[src/rtl/reload_counter_pkg.sv]
// -----------------------------------------------------------------------------
// reload_counter_pkg
//
// Shared types for the reload_counter_gen counter family.
//   cnt_mode_e  : behaviour when the count reaches its terminal value
//                 (encodings match the 2-bit mode_i port of the top).
//   cnt_state_e : top-level control state (RUN counts, DONE is the parked
//                 state of a finished one-shot).
// -----------------------------------------------------------------------------
package reload_counter_pkg;

  typedef enum logic [1:0] {
    CNT_WRAP    = 2'b00,  // up: restart at 0, down: restart at limit
    CNT_SAT     = 2'b01,  // hold at the terminal value
    CNT_RELOAD  = 2'b10,  // restart from the last loaded value
    CNT_ONESHOT = 2'b11   // hold and park in ST_DONE
  } cnt_mode_e;

  typedef enum logic {
    ST_RUN  = 1'b0,
    ST_DONE = 1'b1
  } cnt_state_e;

endpackage : reload_counter_pkg

[src/rtl/reload_counter_gen_next_val.sv]
// -----------------------------------------------------------------------------
// counter_next_val
//
// Purely combinational step logic for reload_counter_gen. Given the current
// count it reports whether the count is terminal and what the count becomes
// if an enabled step is taken on this edge.
//
// Ports:
//   count      in   WIDTH  current count
//   up         in   1      1 = count up, 0 = count down
//   mode       in   2      terminal mode (cnt_mode_e encoding)
//   limit      in   WIDTH  up-count terminal value / down-count wrap target
//   reload_val in   WIDTH  last loaded value, used by RELOAD mode
//   next_count out  WIDTH  count after an enabled step
//   terminal   out  1      count is at its terminal value for this direction
// -----------------------------------------------------------------------------
module counter_next_val
  import reload_counter_pkg::*;
#(
  parameter int unsigned WIDTH = 4
) (
  input  logic [WIDTH-1:0] count,
  input  logic             up,
  input  logic [1:0]       mode,
  input  logic [WIDTH-1:0] limit,
  input  logic [WIDTH-1:0] reload_val,
  output logic [WIDTH-1:0] next_count,
  output logic             terminal
);

  cnt_mode_e mode_e;
  assign mode_e = cnt_mode_e'(mode);

  // Unsigned >= so that a count loaded above the limit is treated as terminal
  // instead of running on until it overflows.
  assign terminal = up ? (count >= limit) : (count == '0);

  always_comb begin
    // NOTE: next_count gets a default before any branch; a path that left it
    // unassigned would infer a latch instead of combinational logic.
    next_count = count;
    if (!terminal) begin
      // The terminal check keeps the up step below 2^WIDTH-1 + 1, so neither
      // direction relies on modulo wrap-around here.
      next_count = up ? (count + WIDTH'(1)) : (count - WIDTH'(1));
    end else begin
      case (mode_e)
        CNT_WRAP:    next_count = up ? '0 : limit;
        CNT_SAT:     next_count = count;
        CNT_RELOAD:  next_count = reload_val;
        CNT_ONESHOT: next_count = count;
        default:     next_count = count;
      endcase
    end
  end

endmodule : counter_next_val

[src/rtl/reload_counter_gen.sv]
// -----------------------------------------------------------------------------
// reload_counter_gen
//
// Parametrised up/down counter with runtime terminal limit, four terminal
// modes (wrap, saturate, reload-from-last-load, one-shot), count enable and a
// registered terminal-count pulse. Loads are accepted on any cycle.
//
// Edge priority: reset > load_i > enabled step > hold.
//
// Optional feature (macro RELOAD_COUNTER_STICKY_OVF_EN): sticky overflow flag
// ovf_o, set on every terminal action, cleared by ovf_clr_i (set wins), reset
// clears it, load_i leaves it alone.
//
// Parameters:
//   WIDTH    counter / load value / limit width
//   RST_VAL  count and reload value after reset
//
// Ports:
//   clk         in   1      clock, rising edge
//   reset       in   1      synchronous, active-high reset
//   en_i        in   1      count enable
//   load_i      in   1      load strobe
//   load_val_i  in   WIDTH  load value, also captured as reload value
//   up_i        in   1      1 = up, 0 = down
//   mode_i      in   2      00 WRAP, 01 SAT, 10 RELOAD, 11 ONESHOT
//   limit_i     in   WIDTH  up terminal value / down wrap target
//   count_o     out  WIDTH  registered count
//   tc_o        out  1      terminal action taken on the previous edge
//   done_o      out  1      one-shot has finished (state DONE)
//   ovf_clr_i   in   1      (optional) clear sticky overflow
//   ovf_o       out  1      (optional) sticky overflow flag
// -----------------------------------------------------------------------------
module reload_counter_gen
  import reload_counter_pkg::*;
#(
  parameter int unsigned      WIDTH   = 4,
  parameter logic [WIDTH-1:0] RST_VAL = '0
) (
  input  logic             clk,
  input  logic             reset,
  input  logic             en_i,
  input  logic             load_i,
  input  logic [WIDTH-1:0] load_val_i,
  input  logic             up_i,
  input  logic [1:0]       mode_i,
  input  logic [WIDTH-1:0] limit_i,
  output logic [WIDTH-1:0] count_o,
  output logic             tc_o,
  output logic             done_o
`ifdef RELOAD_COUNTER_STICKY_OVF_EN
  ,
  input  logic             ovf_clr_i,
  output logic             ovf_o
`endif
);

  cnt_mode_e        mode_e;
  cnt_state_e       state_q, state_d;
  logic [WIDTH-1:0] count_q, count_d;
  logic [WIDTH-1:0] reload_q, reload_d;
  logic             tc_q, tc_d;
  logic [WIDTH-1:0] step_val;
  logic             terminal;
  logic             term_act;

  assign mode_e = cnt_mode_e'(mode_i);

  counter_next_val #(
    .WIDTH (WIDTH)
  ) u_next_val (
    .count      (count_q),
    .up         (up_i),
    .mode       (mode_i),
    .limit      (limit_i),
    .reload_val (reload_q),
    .next_count (step_val),
    .terminal   (terminal)
  );

  // Next-state / next-count decision.
  always_comb begin
    state_d  = state_q;
    count_d  = count_q;
    reload_d = reload_q;
    tc_d     = 1'b0;
    term_act = 1'b0;

    if (load_i) begin
      // Load overrides enable, mode and state; it also re-arms a finished
      // one-shot.
      count_d  = load_val_i;
      reload_d = load_val_i;
      state_d  = ST_RUN;
    end else begin
      case (state_q)
        ST_RUN: begin
          if (en_i) begin
            count_d = step_val;
            if (terminal) begin
              term_act = 1'b1;
              tc_d     = 1'b1;
              if (mode_e == CNT_ONESHOT) state_d = ST_DONE;
            end
          end
        end
        ST_DONE: begin
          // Leaving DONE because the mode changed costs one edge: no step
          // is taken here, counting resumes on the following edge.
          if (mode_e != CNT_ONESHOT) state_d = ST_RUN;
        end
        default: state_d = ST_RUN;
      endcase
    end
  end

  always_ff @(posedge clk) begin
    // NOTE: state flops use non-blocking assignments so every flop samples
    // the pre-edge values, independent of statement order.
    if (reset) begin
      state_q  <= ST_RUN;
      count_q  <= RST_VAL;
      reload_q <= RST_VAL;
      tc_q     <= 1'b0;
    end else begin
      state_q  <= state_d;
      count_q  <= count_d;
      reload_q <= reload_d;
      tc_q     <= tc_d;
    end
  end

  assign count_o = count_q;
  assign tc_o    = tc_q;
  assign done_o  = (state_q == ST_DONE);

`ifdef RELOAD_COUNTER_STICKY_OVF_EN
  logic ovf_q;

  // Set has priority over clear so a terminal action is never lost.
  always_ff @(posedge clk) begin
    if (reset)          ovf_q <= 1'b0;
    else if (term_act)  ovf_q <= 1'b1;
    else if (ovf_clr_i) ovf_q <= 1'b0;
  end

  assign ovf_o = ovf_q;
`else
  // Without the sticky flag the terminal-action strobe has no consumer.
  logic unused_term_act;
  assign unused_term_act = term_act;
`endif

endmodule : reload_counter_gen

[config.mk]
export PLATFORM = sky130hd
export DESIGN_NAME = reload_counter_gen
export DESIGN_NICKNAME = d
export VERILOG_FILES = /design/src/rtl/reload_counter_pkg.sv /design/src/rtl/reload_counter_gen_next_val.sv /design/src/rtl/reload_counter_gen.sv
export SDC_FILE = /design/constraint.sdc
export NUM_CORES = 1
export LEC_CHECK = 0
export ABC_AREA = 1
export BUFFER_PORTS_ARGS = -buffer_cell sky130_fd_sc_hd__buf_2
export CORE_UTILIZATION = 33
export DETAILED_ROUTE_END_ITERATION = 10
export PLACE_DENSITY_LB_ADDON = 0.2
export SETUP_SLACK_MARGIN = 0.3
export SYNTH_ARGS = -nofsm -noshare
export SYNTH_HDL_FRONTEND = slang
export SYNTH_SLANG_ARGS = --single-unit
[constraint.sdc]
create_clock -name clk -period 2.05 [get_ports clk]
set_input_delay 0.205 -clock clk [delete_from_list [all_inputs] [get_ports clk]]
set_output_delay 0.205 -clock clk [all_outputs]
set_load 0.02 [all_outputs]
==> impl_metrics.tcl, run 1 <==
set metrics [dict create \
    cts_buffer_depth 2 \
    slew_viol_final 0 \
    vdd_drop_max_v 0.000363 \
    worst_slew_margin_rel_pct 81.5 \
    avgRoutedWirePerCell_um 11.2 \
    regToRegStartpoint "count_o[0]" \
    clk_pin_slew_ns 0.07 \
    hp-start "load_val_i[2]" \
    final_antenna_net_count 0 \
    nFillCells 264 \
    setup_viol 0 \
    drive_gt1_share_pct 29.1 \
    fin_nets 164 \
    cts_buffers 3 \
    synth.top_cells.by_area "dfxtp_1, nand2_1, ha_1, nand3_1, inv_1" \
    rsz0062_at_grt "no" \
    syn_avg_cell_area_um2 6.78 \
    leakagePower_nw 0.521 \
    antenna_found_initial 0 \
    synth_cells 116 \
    critPathCaptureType "flop" \
    power_frac_comb_pct 36.9 \
    p_clk_share_pct 28.4 \
    synth_largest_area_cell "dfxtp_1" \
    min_path_cells 3 \
    hold_end "reload_q[2]" \
    fin_ws_ns 0.468 \
    die-width_um 50.8 \
    status "completed" \
    p_sw_w 0.000240 \
    via_per_inst 4.68 \
    grt_start_max_net_pins 11 \
    utilization_pct 43.5 \
    critPathArrivalTime_ns 1.76 \
    yosysWarnings 0 \
    gp_congestion 0.796 \
    cts-root-buf "clkbuf_4" \
    netlist_area_um2 787 \
    internal-power_w 0.000409 \
    hold_violations 0 \
    antennaDiodeCount 0 \
    ctsHtreeMaxLevel 1 \
    grt_usage_pct 16.5 \
    synth_seq_area_share_pct 25.4 \
    hold_path_class "in2reg" \
    insertion_delay_ns 0.28 \
    synth.distinct_cells 20 \
    start_util_pct 35.2 \
    r2r_cells 13 \
    cts_setup_buffers 0 \
    coreArea_um2 2230 \
    drc 0 \
    die_h_um 50.8 \
    p_per_area_nw_per_um2 668 \
    numPortBuffers 20 \
    place_inst 165 \
    place_ws_ns 0.382 \
    grt.overflow.total 0 \
    crit_fanout 6 \
    synth_seq_cells 10 \
    required_ns 2.23 \
    grt_pass1_wl_mm 3.13 \
    switching_share_pct 37.0 \
    dp_hpwl_mm 1.55 \
    ios 21 \
    clock_sink_count 10 \
    tightest_slew_ns 0.276 \
    fmax_ghz 0.632 \
    fin_crit_ns 1.58 \
    skew_ns 0.00696 \
    drv_cap 0 \
    cts_tree "done" \
    fin_crit_sh_pct 77.2 \
    first_global_vias 725 \
    synth_top_area_share_pct 25.4 \
    first_pass_iters 3 \
    pwr-share-seq_pct 34.7 \
    area_delta_synth_final_pct 23.5 \
    die-area_um2 2580 \
    row_count 17 \
    r2r-end "count_o[1]" \
    drt-total-wl_mm 1.90 \
    instances_no_fill 169 \
    worstSetupPathType "reg2reg" \
    route.vias.total 791 \
    rrSetupSlack_ns 0.47 \
    drt_iter0_drc 8 \
    tns_ns 0 \
    cp-start-kind "flop" \
    total_power_w 0.000650 \
    synth_fp_nets 138 \
]
==> per-layer routing <==
layer / track usage [%] / wire length, um / vias to the layer above
met3: 1.79 / 72 / 5
met1: 21.1 / 946 / 338
li1: - / - / 428
met4: 9.72 / 45 / 0
met2: 26.7 / 831 / 20
met5: 0 / 0 / -
==> worst max path at each step <==
stage | slack (ns) | cells after the start | end | start
after floorplan | 0.44 | 13 | count_o[0] | count_o[0]
after global placement | 0.38 | 13 | count_o[2] | count_o[0]
after detailed placement | 0.38 | 13 | count_o[2] | count_o[0]
after CTS | 0.37 | 13 | count_o[2] | count_o[0]
after global routing | 0.32 | 13 | count_o[2] | count_o[0]
final | 0.47 | 13 | count_o[1] | count_o[0]
==> power groups by stage <==
| stage | combinational [W] | sequential (W) | clock, W |
|---|---|---|---|
| finish | 0.000240 | 0.000225 | 0.000185 |
| global route | 0.000272 | 0.000228 | 0.000195 |
| CTS | 0.000239 | 0.000225 | 0.000184 |
| detailed placement | 0.000237 | 0.000229 | 0 |
| global placement | 0.000233 | 0.000229 | 0 |
| floorplan | 0.000154 | 0.000242 | 0 |
==> registers in the layout (all words and copies together) (netlist names) <==
name and flops:
done_o 1, reload_q 4, count_o 4, tc_o 1
==> logic make-up (layout without fill, tap and decap cells) <==
kind of cell,count (synthesis),in the layout,share of synthesized area [%]
AND/OR/NAND/NOR,62,62,37.4
XOR/XNOR,1,1,1.11
AO/OA/AOI/OAI,17,17,14.6
adder cells (fa/ha/maj),7,7,12.1
buffers and inverters,19,44,9.38
flip-flops,10,10,25.4
==> cell usage after synthesis <==
| cell | instances |
|---|---|
| nand2_1 | 31 |
| nand3_1 | 15 |
| inv_1 | 11 |
| dfxtp_1 | 10 |
| nor2_1 | 10 |
| inv_2 | 7 |
| ha_1 | 6 |
| a21oi_1 | 5 |
| o21ai_0 | 5 |
| o22ai_1 | 4 |
| nand2_4 | 2 |
| o21ai_4 | 2 |
| fa_1 | 1 |
| inv_4 | 1 |
| nand2_2 | 1 |
| nand3_4 | 1 |
| nor3b_2 | 1 |
| nor4_1 | 1 |
| o21a_1 | 1 |
| xor2_1 | 1 |
==> cell type report <==
class	count	area, um2	area share [%]
well taps	28	35.0	3.60
repair buffers	21	108	11.1
flip-flops and latches	10	201	20.7
inverters	19	73.8	7.59
clock buffers	4	36.3	3.73
multi-input cells	87	518	53.3
==> critical path: stages (launching register included) <==
cell and delay [ns]:
dfxtp_2 0.37, inv_2 0.07, ha_1 0.27, inv_1 0.03, nand2_1 0.04, nand2_1 0.04, nand2_1 0.05, nand2_1 0.08
nand2_4 0.12, nand2_4 0.08, nand2_1 0.07, nand2_1 0.05, a21oi_1 0.15, nor2_1 0.05
==> timing repair <==
item,4_1_cts,5_1_grt
endpoints found under the setup margin,0,4
resized for setup,0,2
hold buffers,0,0
==> cells in the final DEF, fill, tap and decap left out, types with 2 or more instances in the layout <==
| master | n |
|---|---|
| nand3_1 | 15 |
| nand2_4 | 3 |
| o21ai_4 | 2 |
| o22ai_1 | 4 |
| nor2_1 | 10 |
| nand2_1 | 31 |
| buf_2 | 20 |
| inv_1 | 11 |
| o21ai_0 | 5 |
| inv_2 | 7 |
| dfxtp_1 | 9 |
| ha_1 | 6 |
| clkbuf_4 | 3 |
| a21oi_1 | 5 |
==> stage by stage <==
stage	area [um2]	hold slack [ns]
3_3_place_gp	930	0.473
3_5_place_dp	930	0.462
4_1_cts	966	0.225
2_1_floorplan	787	0.319
6_report	972	0.225
5_1_grt	972	0.243
Power figures use the tool's default switching activity.
==> run 2, diff against run 1 <==
==> constraint.sdc (replaced) <==
create_clock -name clk -period 1.4 [get_ports clk]
set_input_delay 0.14 -clock clk [delete_from_list [all_inputs] [get_ports clk]]
set_output_delay 0.14 -clock clk [all_outputs]
set_load 0.02 [all_outputs]
==> run 2 against run 1 <==
Against the previous run: the run now ends with negative setup slack left; register-to-register slack worse by 0.58 ns; combinational power up 93%; power up 54%; clock-buffer cell count down 1; first-iteration DRC count rose to 2.5 times the previous value; hold slack worse by 0.063 ns; flip-flop and latch count unchanged; critical path depth unchanged; maximum frequency up 4.9%; critical endpoint is now count_o[3]; critical path type unchanged; via count up 7.6%.
==> impl_metrics.tcl, run 2 (synthesis gave the netlist of run 1 again) <==
set metrics [dict create \
    tightest_slew_ns 0.265 \
    rsz0062_at_grt "yes" \
    grt_usage_pct 17.9 \
    worst_slew_margin_rel_pct 82.3 \
    start_util_pct 35.2 \
    cts_buffer_depth 2 \
    multi_input_area_um2 617 \
    hold_path_class "in2reg" \
    skew_ns 0.00292 \
    grt_start_max_net_pins 9 \
    cts-root-buf "clkbuf_4" \
    violations "negative setup slack" \
    antenna_found_initial 0 \
    antennaDiodeCount 0 \
    hold_violations 0 \
    fin_crit_sh_pct 108 \
    area_delta_synth_final_pct 42.4 \
    status "complete, but fails checks" \
    fin_ws_ns -0.108 \
    fmax_ghz 0.663 \
    mostFrequentLayoutCells "nand2_1, buf_2, nand3_1, inv_1, nor2_1" \
    via_per_inst 4.86 \
    fin_nets 171 \
    avgRoutedWirePerCell_um 12.2 \
    worstSetupPathType "reg2reg" \
    vdd_drop_max_v 0.000427 \
    final_antenna_net_count 0 \
    clock_sink_count 10 \
    critPathCaptureType "flop" \
    row_count 17 \
    nFillCells 225 \
    cts.hold.buffers_added 0 \
    drv_cap 0 \
    place_ws_ns -0.157 \
    critPathArrivalTime_ns 1.67 \
    clk_pin_slew_ns 0.06 \
    drt-total-wl_mm 2.14 \
    gp_congestion 0.797 \
    die-area_um2 2580 \
    dp_hpwl_mm 1.64 \
    design_area_um2 1120 \
    ios 21 \
    ctsHtreeMaxLevel 1 \
    cts_tree "done" \
    drt_iter0_drc 20 \
    route.vias.total 851 \
    leakagePower_nw 0.568 \
    slew_viol_final 0 \
    first_global_vias 780 \
    grt.overflow.total 0 \
    tns_ns -0.381 \
    drive_gt1_share_pct 49.0 \
    first_pass_iters 4 \
    fin_crit_ns 1.51 \
    die-width_um 50.8 \
    numPortBuffers 20 \
    insertion_delay_ns 0.27 \
    cp-start-kind "flop" \
    coreArea_um2 2230 \
    p_per_area_nw_per_um2 891 \
    die_h_um 50.8 \
    regArea_um2 210 \
    crit_fanout 6 \
    postPlaceCellArea_um2 1010 \
    drc 0 \
    required_ns 1.56 \
    setup_viol 6 \
    final_common_cell "nand2_1" \
    grt_pass1_wl_mm 3.36 \
    cts_buffers 3 \
]
-- run 2: path summary, 6_finish.rpt --
| kind | cells past startpoint | start | to | slack (ns) |
|---|---|---|---|---|
| setup / recovery | 13 | count_o[0] | count_o[3] | -0.11 |
| hold / removal | 2 | reset | reload_q[2] | 0.16 |
| setup reg to reg | 13 | count_o[0] | count_o[3] | -0.11 |
| hold reg to reg | 2 | reload_q[3] | reload_q[3] | 0.47 |
-- run 2: per-stage QoR --
stage | hold WS, ns | cells | total power [W] | utilization, %
2_1_floorplan | 0.254 | 116 | 0.000599 | -
3_3_place_gp | 0.439 | 171 | 0.000724 | 45.4
3_5_place_dp | 0.442 | 171 | 0.000730 | 45.4
4_1_cts | 0.162 | 175 | 0.000969 | 49.0
5_1_grt | 0.171 | 175 | 0.00107 | 50.2
6_report | 0.162 | 175 | 0.000999 | 50.2
-- run 2: power by group --
group | total, W | internal (W) | leakage (nW) | switching, W
clock network | 0.000203 | 0.0000997 | 0.0138 | 0.000104
logic | 0.000464 | 0.000194 | 0.470 | 0.000270
registers | 0.000332 | 0.000310 | 0.0843 | 0.0000215
total | 0.000999 | 0.000604 | 0.568 | 0.000395
-- run 2: what timing repair did --
| action | 4_1_cts | 5_1_grt |
|---|---|---|
| gates cloned | 0 | 0 |
| setup endpoints to repair | 6 | 6 |
| gates resized for setup | 11 | 9 |
| setup buffers | 1 | 0 |
| pin swaps | 6 | 5 |
-- run 2: layout make-up --
cell class / count / area share (%)
multi-input cells: 87 / 55.0
flip-flops and latches: 10 / 18.7
repair buffers: 28 / 14.3
clock buffers: 3 / 2.01
inverters: 19 / 6.81
well taps: 28 / 3.12
-- run 2: worst max-delay path, stage by stage, from the launching register on --
cell     delay (ns)
dfxtp_4        0.36
inv_4          0.04
ha_4           0.25
inv_2          0.02
nand2_1        0.05
nand2_1        0.05
nand2_1        0.06
nand2_2        0.06
nand2_4        0.10
nand2_4        0.09
nand2_1        0.08
nand2_1        0.06
a21oi_2        0.12
nor2_1         0.06
-- run 2: layer usage --
layer	routed length (um)	share of wire [%]	vias to the layer above	track usage [%]
li1	-	-	438	-
met1	994	47	383	22.3
met2	1020	48	25	30.7
met3	76	3.6	5	2.08
met4	42	2.0	0	8.33
met5	0	0	-	0
==> run 3, diff against run 2 <==
--- a/config.mk
+++ b/config.mk
@@ -10,6 +10,7 @@
 export CORE_UTILIZATION = 33
 export DETAILED_ROUTE_END_ITERATION = 10
 export PLACE_DENSITY_LB_ADDON = 0.2
+export REMOVE_ABC_BUFFERS = 1
 export SETUP_SLACK_MARGIN = 0.3
 export SYNTH_ARGS = -nofsm -noshare
 export SYNTH_HDL_FRONTEND = slang
==> run 3 against run 2 <==
Against the previous run: the run still ends with negative setup slack left; combinational power rose by 4.7%; flip-flop and latch count stayed put; clock skew grew 0.00051 ns; critical path depth stayed put; non-clock buffer count up 6; utilization increased by 1.1 points; hold slack barely moved; sequential power fell by 2%; clock-buffer cell count did not move; via count rose by 4.0%; clock power barely moved; largest power group unchanged.
==> impl_metrics.tcl, run 3 (synthesis gave the netlist of run 1 again) <==
set metrics [dict create \
    power_frac_comb_pct 47.9 \
    antennaDiodeCount 0 \
    die_h_um 50.8 \
    drc 0 \
    clock_sink_count 10 \
    drive_gt1_share_pct 47.1 \
    utilization_pct 51.3 \
    vdd_drop_max_v 0.000538 \
    mostFrequentLayoutCells "nand2_1, buf_2, nand3_1, buf_4, inv_1" \
    fin_crit_ns 1.49 \
    row_count 17 \
    drt_iter0_drc 20 \
    dp_hpwl_mm 1.67 \
    first_pass_iters 4 \
    final_common_cell "nand2_1" \
    worst_slew_margin_rel_pct 81.7 \
    switching_share_pct 38.5 \
    skew_ns 0.00343 \
    via_per_inst 4.89 \
    worst_path_most_repeated_cell "nand2_1" \
    worstSetupPathType "reg2reg" \
    required_ns 1.57 \
    crit_fanout 6 \
    coreArea_um2 2230 \
    drv_cap 0 \
    start_util_pct 35.2 \
    die-area_um2 2580 \
    grt_usage_pct 18.6 \
    grt.overflow.total 0 \
    critPathArrivalTime_ns 1.66 \
    hold_path_class "in2reg" \
    crit_chain "inv_2, ha_4, inv_2, nand2_1, nand2_1, nand2_2, nand2_2, nand2_4, nand2_4, nand2_1, nand2_1, a21oi_2, nor2_1" \
    rsz0062_at_grt "yes" \
    instances_no_fill 181 \
    antenna_found_initial 0 \
    fin_crit_sh_pct 106 \
    cts_tree "done" \
    fmax_ghz 0.671 \
    p_clk_share_pct 19.8 \
    hold_violations 0 \
    ctsHtreeMaxLevel 1 \
    tightest_slew_ns 0.273 \
    grt_pass1_wl_mm 3.66 \
    crit_buf_inv 2 \
    insertion_delay_ns 0.27 \
    internal-power_w 0.000623 \
    clk_pin_slew_ns 0.07 \
    slew_viol_final 0 \
    route.vias.total 885 \
    ios 21 \
    p_per_area_nw_per_um2 886 \
    cts-root-buf "clkbuf_4" \
    pwr-share-seq_pct 32.3 \
    numPortBuffers 20 \
    cpPeakStageDelay_ns 0.33 \
    leakagePower_nw 0.585 \
    postPlaceCellArea_um2 1020 \
    design_area_um2 1140 \
    violations "negative setup slack" \
    cts_buffers 3 \
    status "complete, but fails checks" \
    gp_congestion 0.756 \
    final_antenna_net_count 0 \
    critPathSlowestCell "dfxtp_2" \
    crit_family "simple AND/OR/NAND/NOR gates" \
    die-width_um 50.8 \
    p_sw_w 0.000391 \
    cp-start-kind "flop" \
    first_global_vias 908 \
    grt_start_max_net_pins 9 \
    place_inst 176 \
    area_delta_synth_final_pct 45.5 \
    avgRoutedWirePerCell_um 11.8 \
    fin_ws_ns -0.0895 \
    setup_viol 6 \
    drt-total-wl_mm 2.13 \
    cts_buffer_depth 2 \
    critPathCaptureType "flop" \
    fin_nets 177 \
]
run 3: changes by cell type in the layout (fill, tap and decap cells not counted), sizes merged:
cell / previous run / this run
buf: 28 / 34
run 3: area by class of cell:
class / instances / area [um2]
Fill cell: 236 / 1090
Multi-Input combinational cell: 87 / 591
Timing Repair Buffer: 34 / 218
Sequential cell: 10 / 205
Inverter: 19 / 73.8
Tap cell: 28 / 35.0
Clock buffer: 3 / 22.5
run 3: through the flow:
stage	TNS (ns)	hold WS [ns]	total power (W)	setup WS [ns]
global placement	-0.536	0.441	0.000727	-0.144
detailed placement	-0.662	0.442	0.000739	-0.167
finish	-0.352	0.162	0.00101	-0.0895
global route	-0.955	0.175	0.00109	-0.212
CTS	-0.310	0.164	0.000974	-0.0737
floorplan	-1.09	0.254	0.000580	-0.211
run 3: timing repair:
item	4_1_cts	5_1_grt
setup buffers	1	1
pin swaps	2	2
setup endpoints to repair	7	7
hold buffers	0	0
resized for setup	11	11
run 3: path summary, 6_finish.rpt:
path	to	from	cells after the start	slack [ns]
worst max-delay path	count_o[1]	count_o[0]	13	-0.09
worst min-delay path	reload_q[1]	reset	2	0.16
worst max register to register	count_o[1]	count_o[0]	13	-0.09
worst min register to register	reload_q[1]	reload_q[1]	2	0.48
run 3: worst register-to-register path, delay by kind of cell, from the launching register on:
family | cells | cell delay [ns]
AOI/OAI and AO/OA | 1 | 0.12
DFF | 1 | 0.33
buffers and inverters | 2 | 0.07
adders and majority gates | 1 | 0.26
and+or+nand+nor | 9 | 0.59
run 3: per-layer routing:
metal / global-route usage (%) / vias up / wire [um]
li1: - / 453 / -
met1: 21.0 / 407 / 907
met2: 34.7 / 21 / 1120
met3: 2.98 / 4 / 85
met4: 6.94 / 0 / 19
met5: 0 / - / 0
run 3: power by group through the flow:
stage	Sequential, W	Clock (W)	Combinational [W]
after floorplan	0.000354	0	0.000226
after global placement	0.000329	0	0.000398
after global routing	0.000331	0.000219	0.000541
after detailed placement	0.000329	0	0.000410
final	0.000327	0.000201	0.000486
after CTS	0.000324	0.000202	0.000449
